===== src/rtl/clkgate_ctrl.sv =====
// Clock-enable controller for a BUFGCE-style buffer: merges requests into ce,
// acks requesters once the gated clock has been running for ON_DLY cycles.
module clkgate_ctrl #(
  parameter int N_REQ    = 4,
  parameter int ON_DLY   = 4,
  parameter int IDLE_DLY = 16,
  parameter int CNT_W    = 8,
  parameter int WCNT_W   = 16
) (
  input  logic              clk,
  input  logic              rst_n,
  input  logic [N_REQ-1:0]  req,
  input  logic              force_on,
  output logic [N_REQ-1:0]  ack,
  output logic              ce,
  output logic              busy,
  output logic [WCNT_W-1:0] wake_cnt
);

  typedef enum logic [1:0] {
    ST_OFF  = 2'd0,
    ST_WAKE = 2'd1,
    ST_ON   = 2'd2,
    ST_HOLD = 2'd3
  } state_t;

  localparam logic [CNT_W-1:0]  ON_LOAD   = CNT_W'(ON_DLY - 1);
  localparam logic [CNT_W-1:0]  IDLE_LOAD = CNT_W'(IDLE_DLY - 1);
  localparam logic [CNT_W-1:0]  CNT_ONE   = CNT_W'(1);
  localparam logic [WCNT_W-1:0] WCNT_ONE  = WCNT_W'(1);
  localparam logic [WCNT_W-1:0] WCNT_MAX  = {WCNT_W{1'b1}};

  state_t             state_q, state_d;
  logic [CNT_W-1:0]   cnt_q, cnt_d;
  logic [WCNT_W-1:0]  wake_cnt_q, wake_cnt_d;
  logic [N_REQ-1:0]   ack_q, ack_d;
  logic               ce_q, ce_d;
  logic               busy_q, busy_d;
  logic               any_s;

  // Next-state, delay counter, wake counter and registered-output decode
  always_comb begin
    any_s      = (|req) | force_on;
    state_d    = state_q;
    cnt_d      = cnt_q;
    wake_cnt_d = wake_cnt_q;

    case (state_q)
      ST_OFF: begin
        if (any_s) begin
          state_d = ST_WAKE;
          cnt_d   = ON_LOAD;
          if (wake_cnt_q != WCNT_MAX) begin
            wake_cnt_d = wake_cnt_q + WCNT_ONE;
          end else begin
            wake_cnt_d = wake_cnt_q;
          end
        end else begin
          state_d = ST_OFF;
        end
      end
      // WAKE runs to completion regardless of req so the buffer always gets its start-up time
      ST_WAKE: begin
        if (cnt_q == '0) begin
          state_d = ST_ON;
        end else begin
          cnt_d = cnt_q - CNT_ONE;
        end
      end
      ST_ON: begin
        if (!any_s) begin
          state_d = ST_HOLD;
          cnt_d   = IDLE_LOAD;
        end else begin
          state_d = ST_ON;
        end
      end
      ST_HOLD: begin
        if (any_s) begin
          state_d = ST_ON;
        end else if (cnt_q == '0) begin
          state_d = ST_OFF;
        end else begin
          cnt_d = cnt_q - CNT_ONE;
        end
      end
      default: begin
        state_d = ST_OFF;
        cnt_d   = '0;
      end
    endcase

    // ce/busy follow the next state so ce rises with WAKE entry and falls with OFF entry
    ce_d   = (state_d != ST_OFF);
    busy_d = (state_d != ST_OFF);
    if (state_q == ST_ON) begin
      ack_d = req;
    end else begin
      ack_d = '0;
    end
  end

  // State and output registers
  always_ff @(posedge clk or negedge rst_n) begin
    if (!rst_n) begin
      state_q    <= ST_OFF;
      cnt_q      <= '0;
      wake_cnt_q <= '0;
      ack_q      <= '0;
      ce_q       <= 1'b0;
      busy_q     <= 1'b0;
    end else begin
      state_q    <= state_d;
      cnt_q      <= cnt_d;
      wake_cnt_q <= wake_cnt_d;
      ack_q      <= ack_d;
      ce_q       <= ce_d;
      busy_q     <= busy_d;
    end
  end

  assign ack      = ack_q;
  assign ce       = ce_q;
  assign busy     = busy_q;
  assign wake_cnt = wake_cnt_q;

endmodule


===== config.mk =====
export PLATFORM = sky130hd
export DESIGN_NAME = clkgate_ctrl
export DESIGN_NICKNAME = d
export VERILOG_FILES = /design/src/rtl/clkgate_ctrl.sv
export SDC_FILE = /design/constraint.sdc
export NUM_CORES = 1
export LEC_CHECK = 0
export CAP_MARGIN = 20
export CORE_UTILIZATION = 55
export CTS_CLUSTER_DIAMETER = 120
export DETAILED_ROUTE_END_ITERATION = 12
export GPL_ROUTABILITY_DRIVEN = 0
export PLACE_DENSITY = 0.9
export SLEW_MARGIN = 30
export SYNTH_ARGS = -nofsm -noshare
export SYNTH_HDL_FRONTEND = slang
export SYNTH_SLANG_ARGS = --single-unit

===== constraint.sdc =====
create_clock -name clk -period 3.3 [get_ports clk]
set_input_delay 0.66 -clock clk [delete_from_list [all_inputs] [get_ports clk]]
set_output_delay 0.66 -clock clk [all_outputs]
set_load 0.005 [all_outputs]

==> impl_results.md, run 1 <==
- # nets final: 188
- Post_cts resized: 0
- Clock Tree Buf Depth: 2
- Dominant synthesized flop cell: dfrtp_1
- First drt pass iteration count: 4
- Postcts setup bufs: 0
- Result of the run: finished clean
- Skew final: 0.00682 ns
- Final Slew Violations: 0
- Sinks on Clock Net: 31
- Mapped Avg Cell Area: 10.4 sq um
- Critical path's top delay family: simple AND/OR/NAND/NOR gates
- Leakage power: 0.833 nW
- Compound-Gate Fraction of Synth Area: 9.67%
- Worst-margin pin slew: 0.567 ns
- Hold Path Class: register to register
- Slowest CP cell: clkdlybuf4s50_1
- Mux contribution to synthesized area: 0.725%
- Core box area: 0.00257 sq mm
- GR Overflow Total: 0
- Max cap viols: 0
- R2R depth: 5
- CTS buffer count: 5
- Stages on worst setup path: 5
- Simple-Gate Fraction of Synth Area: 25.9%
- Pwr Density: 428 mW/mm^2
- Startpoint class of the critical path: input pin
- Drt wl/cell: 15.6 um
- DRT antenna net count: 0
- RR Endpoint: wake_cnt[13]
- Mapped cell area: 0.00155 sq mm
- Cells along the critical path: clkdlybuf4s50_1, or3_1, o31ai_2, nor2_1, mux2_2
- Yosys top cell area share: 50.0%
- GRT Resource Usage Total: 25.4%
- Root Buffer: clkbuf_4
- Initial DRC Count: 23
- Async SR Flop Fraction: 100%
- Fillers: 192
- Yosys warns: 0
- Finished Core Util: 73.5%
- Crit path time final: 2.13 ns
- Die width: 55.1 um
- DRT Wirelength: 3270 um
- Worst reg-to-reg setup slack: 1.38 ns
- Synthesis-to-layout area growth: 21.6%
- Worst EP required: 3.54 ns
- Mapped Cells: 149
- CTS tree: yes
- Synth Area in Adders: 1.61%
- Seq/Total Area, Yosys: 50.0%
- Yosys cell types: 38
- Clk pin slew, worst setup/hold paths: 0.09 ns
- FMAX: 0.470 GHz
- Die footprint: 0.00304 sq mm
- Worst hold start: wake_cnt[15]
- IO Port Bufs: 28
- Diode count: 0
- RR Startpoint: state_q[0]
- Period utilization: 64.4%
- Cell with the most instances after synthesis: dfrtp_1
- Cell area after layout: 0.00189 sq mm
- Max VDD drop: 428 uV
- Origin of the worst setup path: req[0]
- Worst slew margin relative to its limit: 62.2%
- Post-DP HPWL: 2280 um
- Site row count: 18
- # hold bufs at CTS: 0
- Syn nets: 158
- H-tree levels: 2
- Vias in the first global route: 1164
- Initial core utilization: 60.5%
- Clk_lat worst skew: 0.35 ns
- CP max FO: 5
- Critical Path Sink Type: register
- EDFF count, synth: 0
- CP Buf/Inv Count: 1
- Total Power: 0.000809 W
- Crit-path max cell delay: 0.44 ns
- First-pass GRT wire length: 5200 um
- Layout cell share with drive strength beyond 1: 8.89%
- Critical Path AT: 2.36 ns
- Hold WS: 0.524 ns
- Post-synthesis register bit count: 31
- Vias: 1262
- Largest family of logic cells by synthesized area: simple AND/OR/NAND/NOR gates
- Worst Path Class, Setup: input pin to register
- Io pins: 29
- Largest cells by area after synthesis: dfrtp_1 (50%), xnor2_1 (5.6%), nand2_1 (4.1%), xor2_1 (2.8%), nor3_1 (2.6%)
- Die H: 55.1 um
- Number of setup violations in the final report: 0
- Post-synth top cells: dfrtp_1 (31), nand2_1 (17), xnor2_1 (10)
- Post-synth top area cell: dfrtp_1
- Sum Neg Setup Slack: 0 ns
- Final Hold Violating Endpoints: 0
- # DRC: 0
- Placement Cell Area: 0.00184 sq mm
- RSZ-0062 raised after global routing: no
- Post-DR vias/cell: 6.01
- XOR/XNOR Fraction of Synth Area: 8.46%
- Largest net degree at the start of global routing: 32
- Initial antenna violation count: 0
- Crit path to: wake_cnt[1]
==> how the worst min path moves through the flow <==
| stage | endpoint | cells past startpoint |
|---|---|---|
| final | wake_cnt[15] | 1 |
| after global routing | wake_cnt[15] | 1 |
| after CTS | wake_cnt[12] | 1 |
| after detailed placement | wake_cnt[12] | 1 |
| after global placement | wake_cnt[12] | 1 |
| after floorplan | ack[0] | 0 |
==> final cells by class <==
class                           instances  area (sq um)  share of cell area (%)
Sequential cell                        31           776                    41.1
Multi-Input combinational cell        108           719                    38.1
Timing Repair Buffer                   29           288                    15.2
Clock buffer                            5          37.5                    1.99
Tap cell                               30          37.5                    1.99
Clock inverter                          3          15.0                   0.795
Inverter                                4          15.0                   0.795
==> metal layers <==
| layer | part of all wire, % | GRT usage (%) | vias up | wire [um] |
|---|---|---|---|---|
| met5 | 0 | 0 | - | 0 |
| met4 | 4.4 | 19.2 | 0 | 144 |
| met3 | 5.5 | 6.83 | 17 | 179 |
| met2 | 51 | 41.4 | 50 | 1650 |
| met1 | 40 | 28.0 | 603 | 1290 |
| li1 | - | - | 592 | - |
==> flip-flops by register name, indices dropped and copies added (netlist names) <==
name and flops:
cnt_q 8, busy 1, ack 4, state_q 2, wake_cnt 16
==> power by group <==
| part | internal (W) | switching [W] | leakage (nW) | total, W |
|---|---|---|---|---|
| clock network | 0.0000790 | 0.000138 | 0.0347 | 0.000217 |
| logic | 0.0000652 | 0.0000503 | 0.403 | 0.000115 |
| registers | 0.000419 | 0.0000577 | 0.395 | 0.000476 |
| total | 0.000563 | 0.000246 | 0.833 | 0.000809 |
==> through the flow <==
stage          setup slack [ns]  instances
2_1_floorplan              1.39        149
3_3_place_gp              0.878        202
3_5_place_dp              0.793        202
4_1_cts                    1.17        210
5_1_grt                    1.11        210
6_report                   1.17        210
==> cells in the final DEF, fill, tap and decap left out, types with 4 or more instances in the layout <==
cell type        count
nand2_1             17
nand3b_1             5
clkbuf_4             5
xnor2_1             10
nand4_1              6
o221ai_1             4
clkdlybuf4s50_1     28
dfrtp_1             31
nor2_1               9
xor2_1               5
nand3_1              7
inv_1                4
and2_1               4
nor3_1               8
==> cell families after synthesis <==
family / after synthesis
muxes: 1
xor gates and xnor gates: 15
AOI/OAI and AO/OA: 18
buffers and inverters: 10
and+or+nand+nor: 72
DFF: 31
adders and majority gates: 2
No activity file was read; power rests on OpenSTA's default activity.
==> run 2, diff against run 1 <==
--- a/config.mk
+++ b/config.mk
@@ -6,11 +6,11 @@
 export NUM_CORES = 1
 export LEC_CHECK = 0
 export CAP_MARGIN = 20
-export CORE_UTILIZATION = 55
+export CORE_UTILIZATION = 51
 export CTS_CLUSTER_DIAMETER = 120
 export DETAILED_ROUTE_END_ITERATION = 12
 export GPL_ROUTABILITY_DRIVEN = 0
-export PLACE_DENSITY = 0.9
+export PLACE_DENSITY = 0.84
 export SLEW_MARGIN = 30
 export SYNTH_ARGS = -nofsm -noshare
 export SYNTH_HDL_FRONTEND = slang
==> constraint.sdc (replaced) <==
create_clock -name clk -period 2 [get_ports clk]
set_input_delay 0.4 -clock clk [delete_from_list [all_inputs] [get_ports clk]]
set_output_delay 0.4 -clock clk [all_outputs]
set_load 0.005 [all_outputs]
==> run 2 against run 1 <==
  * The flow now finishes with violations (design-rule violations)
  * Combinational power increased by 100%
  * Clock power grew 69%
  * Sequential power is 60% higher
  * Critical path depth unchanged
  * Worst setup slack worse by 1.0 ns
  * First-iteration DRC count increased by 110%
  * Largest power group unchanged
  * Highest routed layer unchanged
==> impl_results.md, run 2 (synthesis gave the netlist of run 1 again) <==
- Final Hold Violating Endpoints: 0 (unchanged)
- Post-Place Setup Slack: -0.134 ns (-0.927 ns)
- Pwr Density: 696 mW/mm^2 (+62%)
- Clk pin slew, worst setup/hold paths: 0.09 ns (about the same)
- Final worst setup slack: 0.145 ns (-1.03 ns)
- GRT Resource Usage Total: 22.5% (-2.8 points)
- Final Slew Violations: 0 (unchanged)
- Worst reg-to-reg setup slack: 0.14 ns (-1.24 ns)
- Initial core utilization: 54.9% (-5.6 points)
- Io pins: 29 (unchanged)
- GR Overflow Total: 0 (unchanged)
- Initial antenna violation count: 0 (unchanged)
- Hold Path Class: input pin to async pin
- Initial DRC Count: 48 (+110%)
- Sum Neg Setup Slack: 0 ns (unchanged)
- Leakage power: 0.875 nW (+5.0%)
- Vias in the first global route: 1278 (+9.8%)
- RR Startpoint: cnt_q[5]
- Worst Path Class, Setup: register to register
- DRT Wirelength: 3160 um (-3.4%)
- Post-DR vias/cell: 5.77 (-4.0%)
- # hold bufs at CTS: 0 (unchanged)
- Switching Fraction: 28.2% (-2.2 points)
- Cells along the critical path: or4_4, nor4b_4, a211o_4, nor2_1, a21oi_1
- Worst EP required: 2.25 ns (-1.29 ns)
- Drt wl/cell: 14.4 um (-7.4%)
- Non-filler cells, final: 219 (+4.3%)
- Die width: 57.2 um (+3.7%)
- Diode count: 0 (unchanged)
- Violated checks: design-rule violations
- Worst-margin pin slew: 0.464 ns (-0.103 ns)
- Root Buffer: clkbuf_4
- Critical Path Sink Type: register
- Crit-path max cell delay: 0.59 ns (+0.15 ns)
- CTS buffer count: 5 (unchanged)
- CP max FO: 14 (+9)
- Core box area: 0.00283 sq mm (+10%)
- H-tree levels: 2 (unchanged)
- Cell area after layout: 0.00196 sq mm (+3.8%)
- Placed cells: 212 (+5.0%)
- Largest net degree at the start of global routing: 32 (unchanged)
- First drt pass iteration count: 10 (+6)
- DRT antenna net count: 0 (unchanged)
- Synthesis-to-layout area growth: 26.3%
- Vias: 1263 (+0.079%)
- CTS tree: yes
- Number of setup violations in the final report: 0 (unchanged)
- IO Port Bufs: 28 (unchanged)
- Part of the power in registers: 55.9% (-3.0 points)
- Die H: 57.2 um (+3.7%)
- Most common cell after layout, fill and taps aside: dfrtp_1
- Period utilization: 92.8%
- Max cap viols: 0 (unchanged)
- Slowest CP cell: or4_4
- Logic pwr share: 17.2% (+2.9 points)
- Die footprint: 0.00327 sq mm (+7.5%)
- Sw Pwr: 0.000384 W (+57%)
- First-pass GRT wire length: 5470 um (+5.2%)
- FMAX: 0.539 GHz
- R2R depth: 5 (unchanged)
- Clk_lat worst skew: 0.33 ns (-0.02 ns)
- Commonest cells after routing, fill and taps aside: dfrtp_1 (31), clkdlybuf4s50_1 (28), nand2_1 (17)
- RSZ-0062 raised after global routing: no
- Site row count: 19 (+1)
- Crit path time final: 1.86 ns
- Placement Cell Area: 0.00190 sq mm (+3.7%)
- Sinks on Clock Net: 31 (unchanged)
- Int Power: 0.000980 W (+74%)
- Worst slew margin relative to its limit: 68.9% (+6.7 points)
- Post-DP HPWL: 2270 um (-0.62%)
- Max VDD drop: 492 uV (+15%)
- Critical Path AT: 2.11 ns (-0.25 ns)
- Largest register FFs: 16 (unchanged)
- # DRC: 4 (+4)
- Clock Tree Buf Depth: 2 (unchanged)
- Fillers: 226 (+18%)
- # nets final: 197 (+4.8%)
- Result of the run: finished with violations
- Layout cell share with drive strength beyond 1: 12.8% (+3.9 points)
- Startpoint class of the critical path: register
- Clk pwr share: 26.9% (about the same)
- Skew final: 0.00351 ns (-0.00331 ns)
- RR Endpoint: cnt_q[0]
## run 2: cell count changes in the layout (fill, tap and decap cells not counted), sizes merged
cell | previous run | this run
clkbuf | 5 | 6
buf | 1 | 10
clkinv | 3 | 1
## run 2: per-layer routing
metal	vias up	wire, um	GRT usage [%]
met4	0	89	13.6
met2	44	1500	36.0
met3	10	185	7.26
li1	611	-	-
met1	598	1380	26.6
met5	-	0	0
## run 2: worst max-delay path: cells and delay by family (launching register included)
family	cells	cell delay, ns
and+or+nand+nor	3	0.99
DFF	1	0.42
AOI/OAI and AO/OA	2	0.36
## run 2: area by class of cell
type	count	area (sq um)	area share [%]
timing repair buffer	38	355	18.1
sequential	31	776	39.6
tap	31	38.8	1.98
inverter	4	15.0	0.766
clock buffer	6	51.3	2.62
clock inverter	1	5.00	0.255
multi-input combinational	108	719	36.7
## run 2: what timing repair did
item,4_1_cts,5_1_grt
gates resized for setup,0,0
setup endpoints to repair,0,3
buffers inserted,0,0
## run 2: worst max-delay path by stage
stage	start	end	slack [ns]	depth (start not counted)
floorplan	cnt_q[3]	cnt_q[6]	0.18	6
global placement	req[0]	wake_cnt[14]	-0.11	7
detailed placement	req[0]	wake_cnt[14]	-0.13	7
CTS	cnt_q[5]	cnt_q[0]	0.09	5
global route	cnt_q[4]	cnt_q[0]	0.004	5
finish	cnt_q[5]	cnt_q[0]	0.14	5
## run 2: stage by stage
| step | hold slack (ns) | power [W] | util [%] |
|---|---|---|---|
| after floorplan | 0.104 | 0.000938 | - |
| after global placement | 0.479 | 0.000989 | 67.3 |
| after detailed placement | 0.491 | 0.00101 | 67.3 |
| after CTS | 0.465 | 0.00138 | 69.3 |
| after global routing | 0.499 | 0.00145 | 69.3 |
| final | 0.465 | 0.00136 | 69.3 |
## run 2: power groups by stage
stage / registers [W] / logic [W] / clock network [W]
final: 0.000762 / 0.000235 / 0.000367
after global routing: 0.000774 / 0.000267 / 0.000405
after CTS: 0.000760 / 0.000237 / 0.000385
after detailed placement: 0.000771 / 0.000237 / 0
after global placement: 0.000764 / 0.000224 / 0
after floorplan: 0.000755 / 0.000183 / 0
==> run 3, diff against run 2 <==
==> constraint.sdc (replaced) <==
create_clock -name clk -period 1.9 [get_ports clk]
set_input_delay 0.38 -clock clk [delete_from_list [all_inputs] [get_ports clk]]
set_output_delay 0.38 -clock clk [all_outputs]
set_load 0.005 [all_outputs]
==> run 3 against run 2 <==
  * The run still ends with design-rule violations left
  * Via count is 2.7% higher
  * Sequential power is 3.4% higher
  * Utilization is 1.6 points higher
  * Worst setup slack worse by 0.052 ns
  * Final cell count is 2.7% higher
  * First-iteration DRC count is 21% lower
  * Routed wire length is 3.4% higher
  * Count of clock-buffer cells in the layout is 1 higher
  * Design area is 2.3% higher
  * Combinational power is 27% higher
  * Maximum frequency is 2.7% higher
  * Critical path type unchanged
  * Critical endpoint is now busy
==> impl_results.md, run 3 (synthesis gave the netlist of run 1 again) <==
- RR Startpoint: cnt_q[5]
- Max cap viols: 0 (unchanged)
- Placement Cell Area: 0.00193 sq mm (+1.6%)
- Core box area: 0.00283 sq mm (unchanged)
- Switching Fraction: 28.9% (+0.72 points)
- Skew final: 0.00596 ns (+0.00245 ns)
- Largest net degree at the start of global routing: 32 (unchanged)
- RR Endpoint: busy
- Total Power: 0.00145 W (+6.4%)
- Crit path time final: 1.81 ns (-0.0481 ns)
- Worst EP required: 2.13 ns (-0.12 ns)
- R2R depth: 5 (unchanged)
- Violated checks: design-rule violations
- Result of the run: finished with violations
- Vias in the first global route: 1257 (-1.6%)
- Layout cell share with drive strength beyond 1: 15.5% (+2.7 points)
- Worst Path Class, Setup: register to register
- Worst reg-to-reg setup slack: 0.09 ns (-0.05 ns)
- DRT antenna net count: 0 (unchanged)
- Sinks on Clock Net: 31 (unchanged)
- Startpoint class of the critical path: register
- # DRC: 4 (unchanged)
- H-tree levels: 2 (unchanged)
- Hold WS: 0.421 ns (-0.0442 ns)
- Final Hold Violating Endpoints: 0 (unchanged)
- Origin of the worst setup path: cnt_q[5]
- Clk pin slew, worst setup/hold paths: 0.10 ns (about the same)
- Cell area after layout: 0.00201 sq mm (+2.3%)
- Post-DP HPWL: 2290 um (+1.2%)
- Clock Tree Buf Depth: 2 (unchanged)
- # hold bufs at CTS: 0 (unchanged)
- Initial DRC Count: 38 (-21%)
- Postcts setup bufs: 0 (unchanged)
- Clk pwr share: 25.2% (-1.7 points)
- CP max FO: 4 (-10)
- Critical Path AT: 2.03 ns (-0.08 ns)
- Fillers: 196 (-13%)
- Io pins: 29 (unchanged)
- Sum Neg Setup Slack: 0 ns (unchanged)
- Worst-margin pin slew: 0.437 ns (-0.0267 ns)
- Non-filler cells, final: 225 (+2.7%)
- Largest register FFs: 16 (unchanged)
- Worst slew margin relative to its limit: 70.7% (+1.8 points)
- Int Power: 0.00103 W (+5.4%)
- Leakage power: 0.900 nW (+2.9%)
- Drt wl/cell: 14.5 um (+0.63%)
- Max VDD drop: 484 uV (-1.7%)
- Period utilization: 95.1% (+2.4 points)
- Post-DR vias/cell: 5.76 (about the same)
- GR Overflow Total: 0 (unchanged)
- Initial core utilization: 54.9% (unchanged)
- Die H: 57.2 um (unchanged)
- Die footprint: 0.00327 sq mm (unchanged)
- CTS tree: yes
- Logic pwr share: 20.5% (+3.3 points)
- Part of the power in registers: 54.3% (-1.6 points)
- IO Port Bufs: 28 (unchanged)
- RSZ-0062 raised after global routing: yes
- Synthesis-to-layout area growth: 29.2%
- Pwr Density: 724 mW/mm^2 (+4.0%)
- Sw Pwr: 0.000420 W (+9.1%)
- # nets final: 202 (+2.5%)
- Post_cts resized: 0 (unchanged)
- First drt pass iteration count: 10 (unchanged)
- Diode count: 0 (unchanged)
- CTS buffer count: 5 (unchanged)
- Number of setup violations in the final report: 0 (unchanged)
- Final Slew Violations: 0 (unchanged)
- Die width: 57.2 um (unchanged)
- GRT Resource Usage Total: 22.0% (-0.53 points)
- DRT Wirelength: 3270 um (+3.4%)
- Vias: 1297 (+2.7%)
- Placed cells: 216 (+1.9%)
- Root Buffer: clkbuf_4
- Site row count: 19 (unchanged)
- FMAX: 0.553 GHz (+2.7%)
- Initial antenna violation count: 0 (unchanged)
- Most common cell after layout, fill and taps aside: dfrtp_1
- Clk_lat worst skew: 0.33 ns (about the same)
- Commonest cells after routing, fill and taps aside: dfrtp_1 (31), clkdlybuf4s50_1 (28), nand2_1 (17)
- First-pass GRT wire length: 5440 um (-0.49%)
- Critical Path Sink Type: register
- Hold Path Class: input pin to async pin
-- run 3: how the worst max path moves through the flow --
stage	slack [ns]	endpoint	cells after the start
after global placement	-0.20	wake_cnt[14]	7
after CTS	0.04	wake_cnt[1]	5
final	0.09	busy	5
after floorplan	0.08	cnt_q[6]	6
after global routing	-0.02	wake_cnt[15]	7
after detailed placement	-0.27	wake_cnt[14]	7
-- run 3: critical path, stage by stage, from the launching register on --
cell	delay (ns)
dfrtp_1	0.40
or4_4	0.57
nor4b_4	0.34
nand3_1	0.12
o21a_1	0.13
nand2b_1	0.14
-- run 3: power groups by stage --
stage	combinational [W]	sequential (W)	clock (W)
after detailed placement	0.000298	0.000796	0
after global placement	0.000282	0.000792	0
after CTS	0.000299	0.000785	0.000375
after global routing	0.000338	0.000797	0.000396
final	0.000298	0.000788	0.000366
after floorplan	0.000193	0.000794	0
-- run 3: metrics by stage --
step / utilization [%] / worst slack, ns
after floorplan: - / 0.0766
after global routing: 70.9 / -0.0216
after global placement: 68.4 / -0.200
after detailed placement: 68.4 / -0.274
final: 70.9 / 0.0928
after CTS: 70.1 / 0.0402
-- run 3: routing by layer --
metal	global-route usage (%)	vias to the layer above	share of wire, %
li1	-	621	-
met1	26.2	625	44
met2	34.6	40	49
met3	7.94	11	5.1
met4	12.5	0	2.0
met5	0	-	0
-- run 3: final cells by class --
type                    instances  area, sq um  area share, %
clock buffers                   7         45.0           2.25
clock inverters                 1         5.00          0.250
inverters                       4         15.0          0.749
multi-input cells             109          741           36.9
flip-flops and latches         31          776           38.7
well taps                      31         38.8           1.93
repair buffers                 42          385           19.2
